===== config.mk =====
export PLATFORM = sky130hd
export DESIGN_NAME = univ_shift_reg
export DESIGN_NICKNAME = d
export VERILOG_FILES = /design/src/rtl/univ_shift_reg.sv
export SDC_FILE = /design/constraint.sdc
export NUM_CORES = 1
export LEC_CHECK = 0
export CORE_MARGIN = 2
export CORE_UTILIZATION = 40
export CTS_CLUSTER_DIAMETER = 80
export DETAILED_ROUTE_END_ITERATION = 7
export GPL_TIMING_DRIVEN = 0
export PLACE_DENSITY_LB_ADDON = 0.1
export SKIP_CTS_REPAIR_TIMING = 1
export SYNTH_ARGS = -nofsm -noshare
export SYNTH_HDL_FRONTEND = slang
export SYNTH_SLANG_ARGS = --single-unit

===== constraint.sdc =====
create_clock -name clk -period 1.53 [get_ports clk]
set_clock_uncertainty 0.1 [all_clocks]
set_input_delay 0.2295 -clock clk [delete_from_list [all_inputs] [get_ports clk]]
set_output_delay 0.2295 -clock clk [all_outputs]
set_load 0.01 [all_outputs]

===== src/rtl/univ_shift_reg.sv =====
// Universal shift register: parallel load plus start/busy/done multi-step shift, one position per clock.
// Define UNIV_SHIFT_ARITH_EN to make mode 11 an arithmetic right shift; otherwise it repeats mode 01.
module univ_shift_reg #(
   parameter int WIDTH = 8,
   parameter int CNT_W = $clog2(WIDTH) + 1
) (
   input  logic             clk,
   input  logic             reset_n,
   input  logic             load,
   input  logic [WIDTH-1:0] d_in,
   input  logic [1:0]       mode,
   input  logic             ser_in,
   input  logic             start,
   input  logic [CNT_W-1:0] amount,
   output logic [WIDTH-1:0] d_out,
   output logic             ser_out,
   output logic             busy,
   output logic             done
);

   localparam logic [0:0] IDLE  = 1'b0;
   localparam logic [0:0] SHIFT = 1'b1;

   localparam logic [CNT_W-1:0] WIDTH_C = CNT_W'(WIDTH);

   logic [0:0]       state;
   logic [CNT_W-1:0] count;
   logic [CNT_W-1:0] amount_sat;
   logic [1:0]       mode_q;
   logic             fill_q;
   logic [WIDTH-1:0] step_d;
   logic             step_out;

   assign amount_sat = (amount > WIDTH_C) ? WIDTH_C : amount;

   // One shift position using the mode and fill captured at start.
   always_comb begin
      step_d   = d_out;
      step_out = 1'b0;
      case (mode_q)
         2'b00: begin
            step_d   = {d_out[WIDTH-2:0], fill_q};
            step_out = d_out[WIDTH-1];
         end
         2'b10: begin
            step_d   = {d_out[WIDTH-2:0], d_out[WIDTH-1]};
            step_out = d_out[WIDTH-1];
         end
`ifdef UNIV_SHIFT_ARITH_EN
         2'b11: begin
            step_d   = {d_out[WIDTH-1], d_out[WIDTH-1:1]};
            step_out = d_out[0];
         end
         default: begin
            step_d   = {fill_q, d_out[WIDTH-1:1]};
            step_out = d_out[0];
         end
`else
         default: begin
            step_d   = {fill_q, d_out[WIDTH-1:1]};
            step_out = d_out[0];
         end
`endif
      endcase
   end

   always_ff @(posedge clk or negedge reset_n) begin
      if (!reset_n) begin
         state   <= IDLE;
         count   <= '0;
         mode_q  <= 2'b00;
         fill_q  <= 1'b0;
         d_out   <= '0;
         ser_out <= 1'b0;
         busy    <= 1'b0;
         done    <= 1'b0;
      end else begin
         done <= 1'b0;
         case (state)
            IDLE: begin
               if (load) begin
                  d_out <= d_in;
               end else if (start) begin
                  mode_q <= mode;
                  fill_q <= ser_in;
                  if (amount_sat == '0) begin
                     done <= 1'b1;
                  end else begin
                     count <= amount_sat;
                     busy  <= 1'b1;
                     state <= SHIFT;
                  end
               end
            end
            SHIFT: begin
               // A load aborts the sequence silently: no done pulse.
               if (load) begin
                  d_out <= d_in;
                  count <= '0;
                  busy  <= 1'b0;
                  state <= IDLE;
               end else begin
                  d_out   <= step_d;
                  ser_out <= step_out;
                  count   <= count - CNT_W'(1);
                  if (count == CNT_W'(1)) begin
                     busy  <= 1'b0;
                     done  <= 1'b1;
                     state <= IDLE;
                  end
               end
            end
            default: state <= IDLE;
         endcase
      end
   end

endmodule


==> qor.log <==
qor: timing.total_negative_slack_for_setup_checks 0 ns
qor: final_layout.layout_common_cells 18 x sky130_fd_sc_hd__dfrtp_1, 18 x sky130_fd_sc_hd__clkdlybuf4s50_1, 10 x sky130_fd_sc_hd__dlymetal6s2s_1, 10 x sky130_fd_sc_hd__buf_4, 9 x sky130_fd_sc_hd__nor2_1
qor: critical_path.critical_path.slowest_cell sky130_fd_sc_hd__clkdlybuf4s50_1
qor: floorplanning.die_height 55.63 um
qor: floorplanning.core_region_area 2500 um2
qor: clock_tree.cts_inserted_buffers 3
qor: route.detail_route.first_pass.iterations 4
qor: timing.max_freq 671.9 MHz
qor: critical_path.timing.critical_path.buf_inv 1
qor: yosys.postSynthNetCount 126
qor: yosys.ys.warnings.count 0
qor: floorplanning.initial_core_util 0.4264
qor: timing.actual_slew_at_the_worst_max_slew_pin 0.8868 ns
qor: critical_path.rr_worst_depth 3
qor: timing.final_hold_viol_count 0
qor: yosys.synthesis.area 1066 um2
qor: route.drt_iter0_markers 27
qor: pwr.leakage 0.7641 nW
qor: route.wirelength 2774 um
qor: clock_tree.cts_tree yes
qor: critical_path.cp_data_required_time 1.20 ns
qor: global_routing.grt_start_max_net_pins 20
qor: place.io_buffer_count 28
qor: yosys.synthesis.instances 105
qor: pwr.power.density 989.4 nW/um2
qor: run.timing.max_cap.violations 0
qor: floorplanning.ios 30
qor: global_routing.grt_first_pass_wirelength 4243 um
qor: route.detail-route-antenna-nets 0
qor: final_layout.layout-drive-gt1-share 0.2109
qor: clock_tree.clk_pin_slew_worst_paths 0.12 ns
qor: yosys.avgSynthCellArea 10.15 um2
qor: route.number_of_drc_violations_after_detailed_routing 0
qor: global_routing.global_route.usage.total 0.1710
qor: clock_tree.clkSinkCount 19
qor: place.routabilityCongestion 0.7957
qor: yosys.synthFlopType sky130_fd_sc_hd__dfrtp_1
qor: global_routing.leftover_overflow_at_the_end_of_global_routing 0
qor: clock_tree.htree_num_levels 1
qor: critical_path.critical_path_fanouts_max 1
qor: final_layout.flow.area_growth_from_synthesis 45.07%
qor: timing.fin_crit_sh 0.9727
qor: floorplanning.chipWidth 55.63 um
qor: clock_tree.cts.path.max_buffers 2
qor: yosys.synth.lib_cells_used.distinct 28
qor: run_status.run_status finished, final reports clean
qor: critical_path.worst-setup-path-type reg -> out
qor: yosys.synth-edff-count 0
qor: critical_path.timing.critical_path.cells clkdlybuf4s50_1
qor: clock_tree.cts_root_buffer sky130_fd_sc_hd__clkbuf_4
qor: timing.hold_slack 0.3225 ns
qor: timing.postLayoutSetupSlackWorst 0.04175 ns
qor: final_layout.finalCoreUtilization 0.6186
qor: worst_hold_path.hold_class in -> async
qor: route.drt-vias-per-instance 5.559
qor: critical_path.slowest_delay 0.53 ns
qor: yosys.ys_seq_area_frac 0.4460
qor: place.pre_cts_slack -0.2143 ns
qor: clock_tree.insertion_delay 0.29 ns
qor: place.dpl.hpwl 1778 um
qor: floorplanning.num_rows 18
qor: critical_path.nature_of_the_critical_path_startpoint flop
qor: final_layout.antenna_cells 0
qor: timing.timing.max_slew.rel_slack 0.4069
qor: global_routing.grt_pass1_vias 920
qor: critical_path.worstSetupPathDepth 1
qor: critical_path.cp-end-kind output pin
qor: critical_path.worst-endpoint-arrival 1.16 ns
qor: yosys.async_reset_ff_frac 1.000
qor: yosys.synth.ff_latch_count 19
qor: pwr.power 1.530 mW
qor: timing.setup_viol 0
qor: timing.final_period_minus_worst_setup_slack 1.488 ns
qor: global_routing.antenna_found_initial 0
qor: timing.maxSlewViolCount 0
qor: pwr.vdd_ir_drop_max 0.0005832 V
qor: floorplanning.floorplan.die_area 3094 um2
qor: critical_path.reg2reg_setup_slack 0.05 ns
qor: route.post_drt_wl_per_cell 15.67 um
qor: final_layout.nets 169
qor: critical_path.critical-path-top-delay-family buffers and inverters
qor: route.routed_vias 984
[cells by family (layout without fill, tap and decap cells)]
kind of cell	after synthesis	count (layout)	share of synthesized area
xor gates and xnor gates	1	1	0.008217
adders and majority gates	2	2	0.02347
buffers and inverters	10	52	0.03991
AOI/OAI and AO/OA	36	36	0.2289
DFF	19	19	0.4460
muxes	12	12	0.1174
and+or+nand+nor	25	25	0.1362
[cell usage after synthesis, types with 4 or more instances]
cell type / n / share of area
sky130_fd_sc_hd__buf_2: 4 / 0.019
sky130_fd_sc_hd__nor2b_1: 5 / 0.029
sky130_fd_sc_hd__mux2i_1: 8 / 0.075
sky130_fd_sc_hd__mux2_2: 4 / 0.042
sky130_fd_sc_hd__a21oi_1: 7 / 0.033
sky130_fd_sc_hd__o21ai_0: 6 / 0.028
sky130_fd_sc_hd__a211oi_1: 7 / 0.049
sky130_fd_sc_hd__a21o_1: 7 / 0.049
sky130_fd_sc_hd__nor2_1: 9 / 0.032
sky130_fd_sc_hd__dfrtp_1: 19 / 0.45
[worst reg2reg max path, stage by stage, from the launching register on]
cell and delay, ns:
sky130_fd_sc_hd__dfrtp_2 0.47, sky130_fd_sc_hd__or4_4 0.54, sky130_fd_sc_hd__a21oi_2 0.17, sky130_fd_sc_hd__a2bb2oi_2 0.13
[metal layers]
layer | global-route usage | wire length [um]
met1 | 0.2374 | 1167
met2 | 0.2738 | 1424
met4 | 0.04878 | 19
met5 | 0 | 0
met3 | 0.03023 | 163
[registers in the layout, summed over array words and instances, names as in the netlist]
name and count:
d_out 8, busy 1, fill_q 1, done 1
mode_q 2, state 1, count 4, ser_out 1
[worst paths after layout]
kind	from	end
worst max-delay path	done$_DFF_PN0_	done
worst min-delay path	reset_n	done$_DFF_PN0_
worst max register to register	count[0]$_DFFE_PN0P_	count[3]$_DFFE_PN0P_
worst min register to register	ser_out$_DFFE_PN0P_	ser_out$_DFFE_PN0P_
max in group asynchronous	reset_n	count[0]$_DFFE_PN0P_
min in group clk	load	d_out[0]$_DFFE_PN0P_
[report_power, final]
| part | internal (mW) | switching, mW |
|---|---|---|
| logic | 0.342 | 0.259 |
| clock network | 0.101 | 0.155 |
| registers | 0.592 | 0.0808 |
[metrics by stage]
step                      instances  cell area, um2
after global placement          163            1384
after detailed placement        163            1384
final                           177            1546
after floorplan                 105            1066
after global routing            177            1546
after CTS                       167            1410
[cell type report]
cell class,count,area (um2)
timing repair buffer,38,380.4
fill,223,953.4
sequential,19,476.7
buffer,7,32.53
multi-input combinational,76,581.8
tap,30,37.54
clock buffer,4,26.28
inverter,3,11.26
Power figures use the tool's default switching activity.
